<file path="config.mk">
export PLATFORM = sky130hd
export DESIGN_NAME = logic_op_arbiter
export DESIGN_NICKNAME = d
export VERILOG_FILES = /design/src/rtl/logic_op_pkg.sv /design/src/rtl/and_nand_unit.sv /design/src/rtl/logic_op_arbiter.sv
export SDC_FILE = /design/constraint.sdc
export NUM_CORES = 1
export LEC_CHECK = 0
export CAP_MARGIN = 10
export CORE_MARGIN = 2
export CORE_UTILIZATION = 30
export DETAILED_ROUTE_END_ITERATION = 12
export MAX_ROUTING_LAYER = met4
export PLACE_DENSITY_LB_ADDON = 0.2
export SLEW_MARGIN = 0
export SYNTH_ARGS = -nofsm -noshare
export SYNTH_HDL_FRONTEND = slang
export SYNTH_SLANG_ARGS = --single-unit
</file>
<file path="constraint.sdc">
create_clock -name clk_i -period 3 [get_ports clk_i]
set_input_delay 0.6 -clock clk_i [delete_from_list [all_inputs] [get_ports clk_i]]
set_output_delay 0.6 -clock clk_i [all_outputs]
set_load 0.05 [all_outputs]
</file>
<file path="src/rtl/logic_op_pkg.sv">
`default_nettype none
// ============================================================================
//  Module  : logic_op_pkg (package)
//  Purpose : Shared definitions for the AND/NAND arbiter slice. Holds the
//            op-select encoding and the arbiter FSM state type.
//  Ports   : n/a (package)
//  Rev     : 1.0  initial release
// ============================================================================
package logic_op_pkg;

   // Per-requester op select encoding
   localparam logic OP_AND  = 1'b0;
   localparam logic OP_NAND = 1'b1;

   // Arbiter FSM states
   typedef enum logic [1:0] {
      ST_IDLE = 2'd0,
      ST_EXEC = 2'd1,
      ST_RESP = 2'd2
   } state_t;

endpackage
`default_nettype wire

</file>
<file path="src/rtl/and_nand_unit.sv">
`default_nettype none
// ============================================================================
//  Module  : and_nand_unit
//  Purpose : Combinational shared logic unit. Produces the bitwise AND or
//            NAND of two operands; the unselected result is forced to zero.
//  Ports   : a_i, b_i     [WIDTH] operands
//            sel_i        op select (OP_AND / OP_NAND)
//            out_and_o    [WIDTH] A&B when sel=OP_AND, else 0
//            out_nand_o   [WIDTH] ~(A&B) when sel=OP_NAND, else 0
//  Rev     : 1.0  initial release
// ============================================================================
module and_nand_unit
   import logic_op_pkg::*;
#(
   parameter int WIDTH = 4
) (
   input  logic [WIDTH-1:0] a_i,
   input  logic [WIDTH-1:0] b_i,
   input  logic             sel_i,
   output logic [WIDTH-1:0] out_and_o,
   output logic [WIDTH-1:0] out_nand_o
);

   logic [WIDTH-1:0] prod;

   assign prod       = a_i & b_i;
   assign out_and_o  = (sel_i == OP_AND)  ? prod  : '0;
   assign out_nand_o = (sel_i == OP_NAND) ? ~prod : '0;

endmodule
`default_nettype wire

</file>
<file path="src/rtl/logic_op_arbiter.sv">
`default_nettype none
// ============================================================================
//  Module  : logic_op_arbiter
//  Purpose : Shares one AND/NAND unit among NREQ requesters using
//            round-robin arbitration with valid/ready handshakes.
//            Sequence per operation: IDLE (accept) -> EXEC -> RESP -> IDLE.
//  Ports   : clk_i          clock, rising edge
//            reset_i        synchronous active-high reset
//            req_valid_i    [NREQ]        requester has an op pending
//            req_sel_i      [NREQ]        op select per requester (0=AND,1=NAND)
//            req_a_i        [NREQ*WIDTH]  operand A, requester i at [i*WIDTH +: WIDTH]
//            req_b_i        [NREQ*WIDTH]  operand B, same packing
//            req_ready_o    [NREQ]        one-hot accept strobe (combinational, IDLE only)
//            rsp_valid_o    [NREQ]        one-hot result-valid to the owner
//            rsp_ready_i    [NREQ]        requester takes its result
//            rsp_and_o      [WIDTH]       AND result (0 for NAND ops)
//            rsp_nand_o     [WIDTH]       NAND result (0 for AND ops)
//            grant_id_o     [clog2(NREQ)] current / last owner
//            busy_o                       high in EXEC and RESP
//  Rev     : 1.0  initial release
// ============================================================================
module logic_op_arbiter
   import logic_op_pkg::*;
#(
   parameter int NREQ  = 4,
   parameter int WIDTH = 4
) (
   input  logic                      clk_i,
   input  logic                      reset_i,
   input  logic [NREQ-1:0]           req_valid_i,
   input  logic [NREQ-1:0]           req_sel_i,
   input  logic [NREQ*WIDTH-1:0]     req_a_i,
   input  logic [NREQ*WIDTH-1:0]     req_b_i,
   output logic [NREQ-1:0]           req_ready_o,
   output logic [NREQ-1:0]           rsp_valid_o,
   input  logic [NREQ-1:0]           rsp_ready_i,
   output logic [WIDTH-1:0]          rsp_and_o,
   output logic [WIDTH-1:0]          rsp_nand_o,
   output logic [$clog2(NREQ)-1:0]   grant_id_o,
   output logic                      busy_o
);

   localparam int IDW = $clog2(NREQ);

   // Round-robin pick: first set bit of v at or after p, wrapping.
   // Scanning from the far end backwards lets the nearest candidate
   // overwrite the result last. MSB of the return value = found.
   function automatic logic [IDW:0] rr_pick(input logic [NREQ-1:0] v,
                                            input logic [IDW-1:0]  p);
      logic [IDW:0] r;
      int           j;
      r = '0;
      for (int k = NREQ - 1; k >= 0; k--) begin
         j = (int'(p) + k) % NREQ;
         if (v[j[IDW-1:0]]) r = {1'b1, j[IDW-1:0]};
      end
      return r;
   endfunction

   state_t            state_q;
   logic [IDW-1:0]    rr_ptr_q;
   logic [IDW-1:0]    owner_q;
   logic [IDW-1:0]    owner_d;
   logic [IDW-1:0]    rr_ptr_d;
   logic [IDW:0]      pick;
   logic              pick_found;
   logic [WIDTH-1:0]  a_q, b_q, a_d, b_d;
   logic              sel_q, sel_d;
   logic [WIDTH-1:0]  and_q, nand_q;
   logic [WIDTH-1:0]  unit_and, unit_nand;
   logic [NREQ-1:0]   rsp_valid_q;
   logic              accept;

   assign pick       = rr_pick(req_valid_i, rr_ptr_q);
   assign pick_found = pick[IDW];
   assign owner_d    = pick[IDW-1:0];

   // Only the winner's operand slice is ever looked at, so garbage on
   // non-granted requesters cannot reach the latches.
   assign a_d   = req_a_i[owner_d*WIDTH +: WIDTH];
   assign b_d   = req_b_i[owner_d*WIDTH +: WIDTH];
   assign sel_d = req_sel_i[owner_d];

   // Reset gates the combinational strobe so no acceptance is signalled
   // in a cycle whose edge will be swallowed by reset.
   assign accept      = (state_q == ST_IDLE) && pick_found && !reset_i;
   assign req_ready_o = accept ? (NREQ'(1) << owner_d) : '0;

   assign rr_ptr_d = (owner_q == IDW'(NREQ - 1)) ? '0 : owner_q + IDW'(1);

   and_nand_unit #(
      .WIDTH      (WIDTH)
   ) u_unit (
      .a_i        (a_q),
      .b_i        (b_q),
      .sel_i      (sel_q),
      .out_and_o  (unit_and),
      .out_nand_o (unit_nand)
   );

   always_ff @(posedge clk_i) begin
      if (reset_i) begin
         state_q     <= ST_IDLE;
         rr_ptr_q    <= '0;
         owner_q     <= '0;
         a_q         <= '0;
         b_q         <= '0;
         sel_q       <= OP_AND;
         and_q       <= '0;
         nand_q      <= '0;
         rsp_valid_q <= '0;
      end else begin
         case (state_q)
            ST_IDLE: begin
               if (pick_found) begin
                  a_q     <= a_d;
                  b_q     <= b_d;
                  sel_q   <= sel_d;
                  owner_q <= owner_d;
                  state_q <= ST_EXEC;
               end
            end
            ST_EXEC: begin
               and_q       <= unit_and;
               nand_q      <= unit_nand;
               rsp_valid_q <= NREQ'(1) << owner_q;
               state_q     <= ST_RESP;
            end
            ST_RESP: begin
               // Only the owner's ready bit completes the handshake.
               if (rsp_ready_i[owner_q]) begin
                  rsp_valid_q <= '0;
                  rr_ptr_q    <= rr_ptr_d;
                  state_q     <= ST_IDLE;
               end
            end
            default: begin
               state_q <= ST_IDLE;
            end
         endcase
      end
   end

   assign rsp_valid_o = rsp_valid_q;
   assign rsp_and_o   = and_q;
   assign rsp_nand_o  = nand_q;
   assign grant_id_o  = owner_q;
   assign busy_o      = (state_q != ST_IDLE);

endmodule
`default_nettype wire

</file>
==> metrics.txt, run 1 <==
# TYPE chip_impl_metric gauge
chip_impl_info{name="busiest_layer",value="met2"} 1
chip_impl_metric{name="gr-total-overflow",unit=""} 0
chip_impl_metric{name="finish.utilization",unit="%"} 47.2
chip_impl_metric{name="cts-buffers-inserted",unit=""} 3
chip_impl_metric{name="hold-worst-slack",unit="ns"} 0.459
chip_impl_metric{name="global_route.usage.met1",unit="%"} 17.7
chip_impl_metric{name="via_count",unit=""} 1315
chip_impl_metric{name="final_period_minus_worst_setup_slack",unit="ns"} 2.85
chip_impl_metric{name="hold_viol",unit=""} 0
chip_impl_info{name="cts-root-buf",value="sky130_fd_sc_hd__clkbuf_8"} 1
chip_impl_metric{name="htreeDepth",unit=""} 1
chip_impl_metric{name="worst_skew_pair.late_latency",unit="ns"} 0.27
chip_impl_metric{name="final.setup_skew",unit="ns"} 0.00397
chip_impl_info{name="worst_setup_path_end_kind",value="primary output"} 1
chip_impl_metric{name="average_vias_per_placed_instance",unit=""} 4.57
chip_impl_metric{name="timing.critical_path.required",unit="ns"} 2.40
chip_impl_metric{name="vdd_ir_drop_max",unit="µV"} 154
chip_impl_metric{name="grt_antenna_before_repair",unit=""} 0
chip_impl_metric{name="netsw",unit="mW"} 0.271
chip_impl_metric{name="number_of_buffers_added_on_ports",unit=""} 64
chip_impl_metric{name="reg2regPathDepth",unit=""} 6
chip_impl_metric{name="synthDistinctLibCells",unit=""} 26
chip_impl_info{name="critical_path_class",value="in2out"} 1
chip_impl_metric{name="static-leakage-power",unit="nW"} 0.819
chip_impl_metric{name="synth_net_count",unit=""} 210
chip_impl_info{name="setup.worst_path.start_class",value="input pin"} 1
chip_impl_metric{name="drcViolationCount",unit=""} 0
chip_impl_metric{name="synth.yosys.seq_area_share",unit="%"} 37.0
chip_impl_metric{name="tightestPinTransition",unit="ns"} 0.608
chip_impl_metric{name="die-height",unit="µm"} 73.8
chip_impl_metric{name="pwr-share-comb",unit="%"} 31.5
chip_impl_metric{name="timing.final.max_slew_violations",unit=""} 0
chip_impl_metric{name="place_hpwl",unit="µm"} 2710
chip_impl_metric{name="clk_path_buf_depth",unit=""} 2
chip_impl_metric{name="antenna_left",unit=""} 0
chip_impl_metric{name="io_pins",unit=""} 65
chip_impl_info{name="unrepaired_setup_endpoints_after_global_routing",value="false"} 1
chip_impl_metric{name="maxCapViolations",unit=""} 0
chip_impl_metric{name="start_util",unit="%"} 31.0
chip_impl_metric{name="synth_top_area_share",unit="%"} 37.0
chip_impl_metric{name="clk_pin_slew",unit="ns"} 0.09
chip_impl_metric{name="hold_depth",unit=""} 2
chip_impl_metric{name="achievable-frequency",unit="GHz"} 0.350
chip_impl_metric{name="router_iterations_before_antenna_repair",unit=""} 4
chip_impl_metric{name="grt_util_met2",unit="%"} 21.0
chip_impl_metric{name="timing.setup.tns",unit="ns"} 0
chip_impl_metric{name="route.detailed.wl_per_inst",unit="µm"} 11.5
chip_impl_metric{name="postcts_resize_cnt",unit=""} 0
chip_impl_metric{name="synth.cell_area",unit="mm²"} 0.00146
chip_impl_info{name="min_to",value="rsp_nand_o[1]"} 1
chip_impl_metric{name="number_of_synthesized_register_bits",unit=""} 27
chip_impl_metric{name="grt_max_degree",unit=""} 19
chip_impl_metric{name="worst_ep_arrival_time",unit="ns"} 2.25
chip_impl_metric{name="drive_gt1_share",unit="%"} 12.2
chip_impl_metric{name="pwr_density_cell",unit="mW/mm²"} 399
chip_impl_info{name="synth_top_cell_by_area",value="sky130_fd_sc_hd__dfxtp_1"} 1
chip_impl_metric{name="core_rows",unit=""} 25
chip_impl_metric{name="place.gp.congestion",unit=""} 0.725
chip_impl_metric{name="grt_pass1_vias",unit=""} 1288
chip_impl_info{name="outcome",value="complete, no violations"} 1
chip_impl_metric{name="grt_pass1_wl",unit="µm"} 5620
chip_impl_info{name="holdCritStartpoint",value="rsp_nand_o[1]"} 1
chip_impl_metric{name="total_instance_count_after_detailed_placement",unit=""} 284
chip_impl_metric{name="worstPathMaxFanout",unit=""} 5
chip_impl_metric{name="floorplan.die_area",unit="mm²"} 0.00545
chip_impl_metric{name="mapped_cells",unit=""} 160
chip_impl_metric{name="synthesized_area_divided_by_synthesized_cell_count",unit="µm²"} 9.14
chip_impl_metric{name="timing.max_slew.rel_slack",unit="%"} 59.5
chip_impl_info{name="synth.top_cells.by_area",value="sky130_fd_sc_hd__dfxtp_1 37%, sky130_fd_sc_hd__mux2i_1 14%, sky130_fd_sc_hd__o221ai_2 10%"} 1
chip_impl_info{name="startpoint",value="req_valid_i[1]"} 1
chip_impl_metric{name="grt.met3_usage",unit="%"} 2.74
chip_impl_metric{name="antenna-diode-count",unit=""} 0
chip_impl_metric{name="drt-total-wl",unit="µm"} 3310
chip_impl_metric{name="ctsHoldBuffers",unit=""} 0
chip_impl_metric{name="post-route-period-util",unit="%"} 95.1
chip_impl_metric{name="syn_to_final_growth",unit="%"} 52.3
chip_impl_metric{name="p_seq_share",unit="%"} 46.1
chip_impl_info{name="r2r-end",value="b_q[1]"} 1
chip_impl_info{name="cts_tree",value="yes"} 1
chip_impl_info{name="hold_path.class",value="reg2reg"} 1
chip_impl_metric{name="synth-warning-count",unit=""} 0
chip_impl_metric{name="post_layout_nonfiller_instances",unit=""} 288
chip_impl_metric{name="postCtsSetupBuffers",unit=""} 0
chip_impl_metric{name="drtIter0Drc",unit=""} 37
chip_impl_metric{name="grt_usage",unit="%"} 13.5
chip_impl_metric{name="final-setup-viol-count",unit=""} 0
chip_impl_metric{name="netSwitchingFraction",unit="%"} 30.5
chip_impl_metric{name="rrSetupSlack",unit="ns"} 1.06
chip_impl_metric{name="clock_sink_count",unit=""} 27
chip_impl_metric{name="core_area",unit="mm²"} 0.00472
chip_impl_metric{name="p_int",unit="mW"} 0.617
chip_impl_metric{name="final_net_count",unit=""} 272
chip_impl_info{name="reg2reg_from",value="rr_ptr_q[0]"} 1
chip_impl_metric{name="floorplan.die.width",unit="µm"} 73.8
chip_impl_metric{name="pwr-share-clk",unit="%"} 22.5
-- per-stage QoR --
| step | power [mW] | worst slack [ns] | area, µm² |
|---|---|---|---|
| 3_3_place_gp | 0.699 | 0.171 | 2180 |
| 4_1_cts | 0.901 | 0.136 | 2230 |
| 2_1_floorplan | 0.592 | 0.246 | 1460 |
| 6_report | 0.888 | 0.147 | 2230 |
| 5_1_grt | 0.939 | 0.0622 | 2230 |
| 3_5_place_dp | 0.701 | 0.143 | 2180 |
-- state kept, by name, summed over array words and instances, names as in the netlist --
| name | cells |
|---|---|
| rsp_valid_o | 4 |
| state_q | 2 |
| rr_ptr_q | 2 |
| sel_q | 1 |
| rsp_and_o | 4 |
| rsp_nand_o | 4 |
| a_q | 4 |
| grant_id_o | 2 |
| b_q | 4 |
-- worst max-delay path, cell delays in order --
cell and delay (ns):
sky130_fd_sc_hd__clkdlybuf4s50_1 0.53, sky130_fd_sc_hd__nor2_1 0.09, sky130_fd_sc_hd__or4_4 0.54, sky130_fd_sc_hd__nand2_4 0.10, sky130_fd_sc_hd__inv_2 0.04, sky130_fd_sc_hd__nor2_1 0.19
sky130_fd_sc_hd__buf_12 0.17
-- power by group through the flow --
stage | sequential [mW] | clock, mW | combinational (mW)
2_1_floorplan | 0.436 | 0 | 0.156
3_3_place_gp | 0.417 | 0 | 0.282
3_5_place_dp | 0.419 | 0 | 0.282
4_1_cts | 0.410 | 0.208 | 0.283
5_1_grt | 0.414 | 0.221 | 0.303
6_report | 0.409 | 0.200 | 0.279
-- cells by family (layout without fill, tap and decap cells) --
logic type,Yosys count,after routing,synth area share (%)
AO/OA/AOI/OAI,30,30,17.7
adder cells (fa/ha/maj),4,4,3.42
buffers and inverters,15,76,6.24
flip-flops,27,27,37.0
multiplexers,21,21,15.2
AND/OR/NAND/NOR,63,63,20.4
-- Yosys cell counts, drive strengths merged --
library cell,number
nand3b,1
or4,1
nand2b,2
buf,5
nand2,23
or2,1
o221ai,10
or3b,1
clkbuf,6
nand3,8
a21o,2
inv,4
ha,4
mux2i,20
mux4,1
dfxtp,27
a21oi,17
o22a,1
nor3,5
nor2b,5
nor2,16
-- worst max path at each step --
stage / slack [ns] / cells after the start / to
after floorplan: 0.25 / 6 / req_ready_o[1]
after global placement: 0.17 / 7 / req_ready_o[1]
after detailed placement: 0.14 / 7 / req_ready_o[1]
after CTS: 0.14 / 7 / req_ready_o[1]
after global routing: 0.06 / 7 / req_ready_o[1]
final: 0.15 / 7 / req_ready_o[1]
-- final cells by class --
type,instances,area (µm²)
multi-input cells,118,831
clock buffers,3,41.3
flip-flops and latches,27,541
repair buffers,68,711
fillers,483,2500
clock inverters,1,5.00
well taps,67,83.8
inverters,4,15.0
-- per-layer routing --
layer,up-vias,part of all wire (%)
met4,0,1.1
met2,54,43
li1,684,-
met5,-,0
met3,4,6.7
met1,573,49
-- cell usage in the layout (no fill, tap or decap) --
cell,instances
sky130_fd_sc_hd__inv_1,3
sky130_fd_sc_hd__clkdlybuf4s50_1,60
sky130_fd_sc_hd__nor2b_1,5
sky130_fd_sc_hd__nand2_4,1
sky130_fd_sc_hd__mux4_2,1
sky130_fd_sc_hd__nand3b_1,1
sky130_fd_sc_hd__clkbuf_8,3
sky130_fd_sc_hd__dfxtp_1,27
sky130_fd_sc_hd__or3b_1,1
sky130_fd_sc_hd__buf_12,4
sky130_fd_sc_hd__nor2_2,1
sky130_fd_sc_hd__or2_1,1
sky130_fd_sc_hd__a21o_1,2
sky130_fd_sc_hd__o22a_1,1
sky130_fd_sc_hd__mux2i_1,20
sky130_fd_sc_hd__inv_2,1
sky130_fd_sc_hd__o221ai_2,10
sky130_fd_sc_hd__or4_4,1
sky130_fd_sc_hd__nand3_1,8
sky130_fd_sc_hd__nand2b_1,2
sky130_fd_sc_hd__ha_1,4
sky130_fd_sc_hd__clkinv_2,1
sky130_fd_sc_hd__nor2_1,15
sky130_fd_sc_hd__a21oi_1,17
sky130_fd_sc_hd__buf_4,4
sky130_fd_sc_hd__nor3_1,5
sky130_fd_sc_hd__nand2_1,22
Power figures use the tool's default switching activity.
==> inputs of run 2 (changes only) <==
clock period = 3.7 ns   (was 3 ns; I/O delays follow)
==> run 2 against run 1 <==
Effect of this change: final cell count stayed put; global-route usage increased by 0.96 points; largest power group unchanged; critical path type unchanged; sequential share of layout area hardly changed; worst hold slack better by 0.00057 ns; clock power fell by 19%; core utilization barely moved; setup slack improved by 0.41 ns; highest routed layer unchanged; register-to-register slack better by 0.71 ns; non-clock buffer count stayed put; total power shrank 19%.
==> metrics.txt, run 2 (synthesized netlist as in run 1, its figures left out) <==
# TYPE chip_impl_metric gauge
chip_impl_info{name="worst_setup_path_end_kind",value="primary output"} 1
chip_impl_metric{name="htreeDepth",unit=""} 1
chip_impl_metric{name="finalInstanceArea",unit="mm²"} 0.00223
chip_impl_metric{name="post-route-period-util",unit="%"} 84.8
chip_impl_metric{name="tightestPinTransition",unit="ns"} 0.627
chip_impl_metric{name="number_of_buffers_added_on_ports",unit=""} 64
chip_impl_metric{name="hold_viol",unit=""} 0
chip_impl_metric{name="via_count",unit=""} 1320
chip_impl_metric{name="route.detailed.wl_per_inst",unit="µm"} 12.0
chip_impl_metric{name="reg2regPathDepth",unit=""} 6
chip_impl_info{name="r2r-end",value="sel_q"} 1
chip_impl_metric{name="final_net_count",unit=""} 272
chip_impl_info{name="layout_commonest_cell",value="sky130_fd_sc_hd__clkdlybuf4s50_1"} 1
chip_impl_metric{name="cts-buffers-inserted",unit=""} 3
chip_impl_metric{name="clk_pin_slew",unit="ns"} 0.08
chip_impl_metric{name="clock_sink_count",unit=""} 27
chip_impl_metric{name="pre_cts_slack",unit="ns"} 0.556
chip_impl_info{name="reg2reg_from",value="rr_ptr_q[0]"} 1
chip_impl_metric{name="io_pins",unit=""} 65
chip_impl_metric{name="timing.max_slew.rel_slack",unit="%"} 58.2
chip_impl_metric{name="final-setup-viol-count",unit=""} 0
chip_impl_metric{name="place.gp.congestion",unit=""} 0.728
chip_impl_metric{name="average_vias_per_placed_instance",unit=""} 4.58
chip_impl_metric{name="grt_usage",unit="%"} 14.4
chip_impl_metric{name="floorplan.die_area",unit="mm²"} 0.00545
chip_impl_metric{name="worst_ep_arrival_time",unit="ns"} 2.40
chip_impl_metric{name="timing.setup.tns",unit="ns"} 0
chip_impl_metric{name="rrSetupSlack",unit="ns"} 1.77
chip_impl_metric{name="achievable-frequency",unit="GHz"} 0.319
chip_impl_metric{name="final.setup.worst_slack",unit="ns"} 0.561
chip_impl_metric{name="core_rows",unit=""} 25
chip_impl_info{name="cts_tree",value="yes"} 1
chip_impl_metric{name="hold_depth",unit=""} 2
chip_impl_info{name="unrepaired_setup_endpoints_after_global_routing",value="false"} 1
chip_impl_metric{name="timing.critical_path.required",unit="ns"} 2.96
chip_impl_metric{name="grt_pass1_wl",unit="µm"} 6020
chip_impl_info{name="holdCritStartpoint",value="rsp_nand_o[1]"} 1
chip_impl_info{name="startpoint",value="req_valid_i[1]"} 1
chip_impl_metric{name="drcViolationCount",unit=""} 0
chip_impl_info{name="outcome",value="complete, no violations"} 1
chip_impl_metric{name="detailed_place.area",unit="mm²"} 0.00218
chip_impl_metric{name="die-height",unit="µm"} 73.8
chip_impl_metric{name="sequential_cell_area",unit="µm²"} 541
chip_impl_metric{name="postCtsSetupBuffers",unit=""} 0
chip_impl_metric{name="worst_skew_pair.late_latency",unit="ns"} 0.27
chip_impl_metric{name="antenna_left",unit=""} 0
chip_impl_metric{name="antenna-diode-count",unit=""} 0
chip_impl_metric{name="fillerInstances",unit=""} 463
chip_impl_info{name="critical_path_class",value="in2out"} 1
chip_impl_info{name="cts-root-buf",value="sky130_fd_sc_hd__clkbuf_8"} 1
chip_impl_metric{name="grt_pass1_vias",unit=""} 1341
chip_impl_metric{name="place_hpwl",unit="µm"} 2770
chip_impl_metric{name="final.setup_skew",unit="ns"} 0.00626
chip_impl_metric{name="floorplan.die.width",unit="µm"} 73.8
chip_impl_metric{name="ctsHoldBuffers",unit=""} 0
chip_impl_metric{name="start_util",unit="%"} 31.0
chip_impl_metric{name="gr-total-overflow",unit=""} 0
chip_impl_metric{name="final_period_minus_worst_setup_slack",unit="ns"} 3.14
chip_impl_metric{name="vdd_ir_drop_max",unit="µV"} 149
chip_impl_metric{name="postcts_resize_cnt",unit=""} 0
chip_impl_metric{name="drtIter0Drc",unit=""} 71
chip_impl_metric{name="drive_gt1_share",unit="%"} 11.8
chip_impl_metric{name="pwr_density_cell",unit="mW/mm²"} 325
chip_impl_metric{name="worstPathMaxFanout",unit=""} 5
chip_impl_metric{name="clk_path_buf_depth",unit=""} 2
chip_impl_info{name="setup.worst_path.start_class",value="input pin"} 1
chip_impl_metric{name="drt-total-wl",unit="µm"} 3460
chip_impl_metric{name="grt_antenna_before_repair",unit=""} 0
chip_impl_metric{name="hold-worst-slack",unit="ns"} 0.460
chip_impl_metric{name="syn_to_final_growth",unit="%"} 52.2
chip_impl_metric{name="multi_input_area",unit="µm²"} 831
chip_impl_metric{name="static-leakage-power",unit="nW"} 0.816
chip_impl_metric{name="router_iterations_before_antenna_repair",unit=""} 4
chip_impl_metric{name="grt_max_degree",unit=""} 19
chip_impl_info{name="most-common-layout-cells",value="60 x sky130_fd_sc_hd__clkdlybuf4s50_1, 27 x sky130_fd_sc_hd__dfxtp_1, 22 x sky130_fd_sc_hd__nand2_1"} 1
chip_impl_metric{name="maxCapViolations",unit=""} 0
chip_impl_metric{name="core_area",unit="mm²"} 0.00472
chip_impl_metric{name="timing.final.max_slew_violations",unit=""} 0
chip_impl_info{name="min_to",value="rsp_nand_o[1]"} 1
chip_impl_info{name="hold_path.class",value="reg2reg"} 1
-- run 2: cell count changes in the layout (fill, tap and decap cells not counted), sizes merged --
cell	change
clkbuf	+1
clkinv	-1
-- run 2: critical path, cell delays in order --
cell	delay [ns]
sky130_fd_sc_hd__clkdlybuf4s50_1	0.53
sky130_fd_sc_hd__nor2_1	0.09
sky130_fd_sc_hd__or4_4	0.54
sky130_fd_sc_hd__nand2_4	0.10
sky130_fd_sc_hd__inv_2	0.04
sky130_fd_sc_hd__nor2_1	0.19
sky130_fd_sc_hd__buf_12	0.17
-- run 2: per-layer routing --
metal	wire [µm]	track usage, %	part of all wire (%)
met5	0	-	0
met4	22	3.64	0.64
met3	226	2.88	6.5
met2	1590	23.7	46
met1	1620	18.1	47
-- run 2: worst max path at each step --
stage                     endpoint  slack [ns]  cells after the start
finish              req_ready_o[1]        0.56                      7
global route        req_ready_o[3]        0.49                      7
CTS                 req_ready_o[1]        0.56                      7
detailed placement  req_ready_o[1]        0.56                      7
global placement    req_ready_o[1]        0.59                      7
floorplan           req_ready_o[1]        0.67                      6
-- run 2: per-stage QoR --
step	cells	total power, mW	utilization, %
finish	288	0.723	47.1
global route	288	0.763	47.1
detailed placement	284	0.569	46.2
global placement	284	0.567	46.2
CTS	288	0.731	47.1
floorplan	160	0.480	-
-- run 2: where the power goes --
group          switching [mW]  leakage, nW  internal, mW
registers              0.0181        0.221         0.313
logic                   0.116        0.573         0.112
clock network          0.0864       0.0228        0.0769
-- run 2: cell type report --
type	count	area share, %
inverters	4	0.675
multi-input cells	118	37.3
clock buffers	4	2.02
flip-flops and latches	27	24.3
repair buffers	68	31.9
well taps	67	3.77
==> inputs of run 3 (changes only) <==
clock period = 2.92 ns   (was 3.7 ns; I/O delays follow)
==> run 3 against run 2 <==
Effect of this change: setup slack got worse by 0.46 ns; final area did not move; clock power grew 28%; critical path depth is the same; total power rose by 27%; routed wire length down 2.1%; largest cell class unchanged; largest power group unchanged.
==> metrics.txt, run 3 (synthesized netlist as in run 1, its figures left out) <==
# TYPE chip_impl_metric gauge
chip_impl_metric{name="worstPathMaxFanout",unit=""} 5
chip_impl_metric{name="hold-worst-slack",unit="ns"} 0.458
chip_impl_metric{name="core_area",unit="mm²"} 0.00472
chip_impl_metric{name="route.detailed.wl_per_inst",unit="µm"} 11.8
chip_impl_metric{name="reg2regPathDepth",unit=""} 6
chip_impl_metric{name="worstPathBufferInverterCount",unit=""} 3
chip_impl_metric{name="final_period_minus_worst_setup_slack",unit="ns"} 2.82
chip_impl_metric{name="tightestPinTransition",unit="ns"} 0.608
chip_impl_metric{name="postCtsSetupBuffers",unit=""} 0
chip_impl_metric{name="antenna_left",unit=""} 0
chip_impl_metric{name="gr-total-overflow",unit=""} 0
chip_impl_metric{name="clk_path_buf_depth",unit=""} 2
chip_impl_metric{name="drt-total-wl",unit="µm"} 3390
chip_impl_info{name="reg2reg_from",value="rr_ptr_q[0]"} 1
chip_impl_info{name="setup.worst_path.end",value="req_ready_o[1]"} 1
chip_impl_metric{name="place_hpwl",unit="µm"} 2740
chip_impl_info{name="outcome",value="complete, no violations"} 1
chip_impl_info{name="worst_setup_path_end_kind",value="primary output"} 1
chip_impl_metric{name="grt_pass1_wl",unit="µm"} 5710
chip_impl_metric{name="floorplan.die.width",unit="µm"} 73.8
chip_impl_metric{name="timing.critical_path.required",unit="ns"} 2.34
chip_impl_metric{name="average_vias_per_placed_instance",unit=""} 4.55
chip_impl_metric{name="worst_ep_arrival_time",unit="ns"} 2.24
chip_impl_metric{name="clk_pin_slew",unit="ns"} 0.09
chip_impl_metric{name="worst_skew_pair.late_latency",unit="ns"} 0.27
chip_impl_info{name="layout_commonest_cell",value="sky130_fd_sc_hd__clkdlybuf4s50_1"} 1
chip_impl_metric{name="hold_viol",unit=""} 0
chip_impl_metric{name="start_util",unit="%"} 31.0
chip_impl_metric{name="static-leakage-power",unit="nW"} 0.816
chip_impl_metric{name="crit_cells",unit=""} 7
chip_impl_metric{name="number_of_buffers_added_on_ports",unit=""} 64
chip_impl_metric{name="timing.final.max_slew_violations",unit=""} 0
chip_impl_metric{name="antenna-diode-count",unit=""} 0
chip_impl_metric{name="critical_path.max_stage_delay",unit="ns"} 0.54
chip_impl_metric{name="pwr_density_cell",unit="mW/mm²"} 412
chip_impl_info{name="startpoint",value="req_valid_i[1]"} 1
chip_impl_metric{name="drcViolationCount",unit=""} 0
chip_impl_metric{name="htreeDepth",unit=""} 1
chip_impl_metric{name="grt_usage",unit="%"} 13.7
chip_impl_metric{name="floorplan.die_area",unit="mm²"} 0.00545
chip_impl_info{name="critical_path_class",value="in2out"} 1
chip_impl_metric{name="syn_to_final_growth",unit="%"} 52.2
chip_impl_info{name="cts_tree",value="yes"} 1
chip_impl_metric{name="router_iterations_before_antenna_repair",unit=""} 4
chip_impl_metric{name="timing.setup.tns",unit="ns"} 0
chip_impl_metric{name="drive_gt1_share",unit="%"} 11.8
chip_impl_metric{name="grt_antenna_before_repair",unit=""} 0
chip_impl_info{name="setup.worst_path.start_class",value="input pin"} 1
chip_impl_metric{name="finish.utilization",unit="%"} 47.1
chip_impl_metric{name="drtIter0Drc",unit=""} 42
chip_impl_metric{name="ctsHoldBuffers",unit=""} 0
chip_impl_info{name="most-common-layout-cells",value="60 x sky130_fd_sc_hd__clkdlybuf4s50_1, 27 x sky130_fd_sc_hd__dfxtp_1, 22 x sky130_fd_sc_hd__nand2_1"} 1
chip_impl_info{name="crit_family",value="simple AND/OR/NAND/NOR gates"} 1
chip_impl_info{name="critPathSlowestCell",value="sky130_fd_sc_hd__clkdlybuf4s50_1"} 1
chip_impl_info{name="cts-root-buf",value="sky130_fd_sc_hd__clkbuf_8"} 1
chip_impl_info{name="hold_path.class",value="reg2reg"} 1
chip_impl_metric{name="via_count",unit=""} 1311
chip_impl_metric{name="final.setup_skew",unit="ns"} 0.00608
chip_impl_metric{name="post-route-period-util",unit="%"} 96.7
chip_impl_metric{name="place.gp.congestion",unit=""} 0.732
chip_impl_metric{name="final-setup-viol-count",unit=""} 0
chip_impl_metric{name="rrSetupSlack",unit="ns"} 1.01
chip_impl_info{name="timing.critical_path.mode_cell",value="sky130_fd_sc_hd__nor2_1"} 1
chip_impl_info{name="r2r-end",value="a_q[2]"} 1
chip_impl_metric{name="postcts_resize_cnt",unit=""} 0
chip_impl_metric{name="timing.max_slew.rel_slack",unit="%"} 59.5
chip_impl_metric{name="grt_pass1_vias",unit=""} 1283
chip_impl_info{name="unrepaired_setup_endpoints_after_global_routing",value="false"} 1
chip_impl_metric{name="final_net_count",unit=""} 272
chip_impl_metric{name="maxCapViolations",unit=""} 0
chip_impl_metric{name="io_pins",unit=""} 65
chip_impl_metric{name="die-height",unit="µm"} 73.8
chip_impl_metric{name="clock_sink_count",unit=""} 27
chip_impl_metric{name="core_rows",unit=""} 25
chip_impl_info{name="crit_path_cell_trace",value="clkdlybuf4s50_1, nor2_1, or4_4, nand2_4, inv_2, nor2_1, buf_12"} 1
chip_impl_metric{name="vdd_ir_drop_max",unit="µV"} 201
chip_impl_metric{name="grt_max_degree",unit=""} 19
chip_impl_metric{name="cts-buffers-inserted",unit=""} 3
chip_impl_metric{name="achievable-frequency",unit="GHz"} 0.354
run 3: where the power goes:
part / total (mW) / switching, mW / internal, mW / leakage (nW)
registers: 0.420 / 0.0228 / 0.397 / 0.221
clock network: 0.209 / 0.111 / 0.0975 / 0.0228
logic: 0.287 / 0.146 / 0.142 / 0.573
run 3: worst min path at each step:
stage,to,cells after the start,from
2_1_floorplan,a_q[0],2,a_q[0]
3_3_place_gp,rsp_nand_o[2],2,rsp_nand_o[2]
3_5_place_dp,b_q[0],2,b_q[0]
4_1_cts,rsp_nand_o[2],2,rsp_nand_o[2]
5_1_grt,rsp_valid_o[0],2,rsp_valid_o[0]
6_report,rsp_nand_o[1],2,rsp_nand_o[1]
run 3: area by class of cell:
cell class              count  area (µm²)
well taps                  67        83.8
flip-flops and latches     27         541
clock buffers               4        45.0
repair buffers             68         711
fillers                   471        2500
inverters                   4        15.0
multi-input cells         118         831
run 3: per-stage QoR:
| stage | total power, mW | setup slack (ns) | cell area, µm² | cells |
|---|---|---|---|---|
| global route | 0.969 | 0.00381 | 2230 | 288 |
| finish | 0.917 | 0.0973 | 2230 | 288 |
| CTS | 0.926 | 0.0861 | 2230 | 288 |
| floorplan | 0.608 | 0.198 | 1460 | 160 |
| global placement | 0.718 | 0.124 | 2180 | 284 |
| detailed placement | 0.720 | 0.0902 | 2180 | 284 |
run 3: worst min-delay path: cells and delay by family, from the launching register on:
| kind | cells | cell delay [ns] |
|---|---|---|
| DFF | 1 | 0.32 |
| and+or+nand+nor | 1 | 0.05 |
| AOI/OAI and AO/OA | 1 | 0.05 |
run 3: layer usage:
layer | share of wire, % | GRT usage [%] | up-vias
li1 | - | - | 688
met4 | 0.50 | 3.03 | 0
met2 | 43 | 21.1 | 48
met1 | 50 | 18.5 | 573
met5 | 0 | - | -
met3 | 6.1 | 2.61 | 2
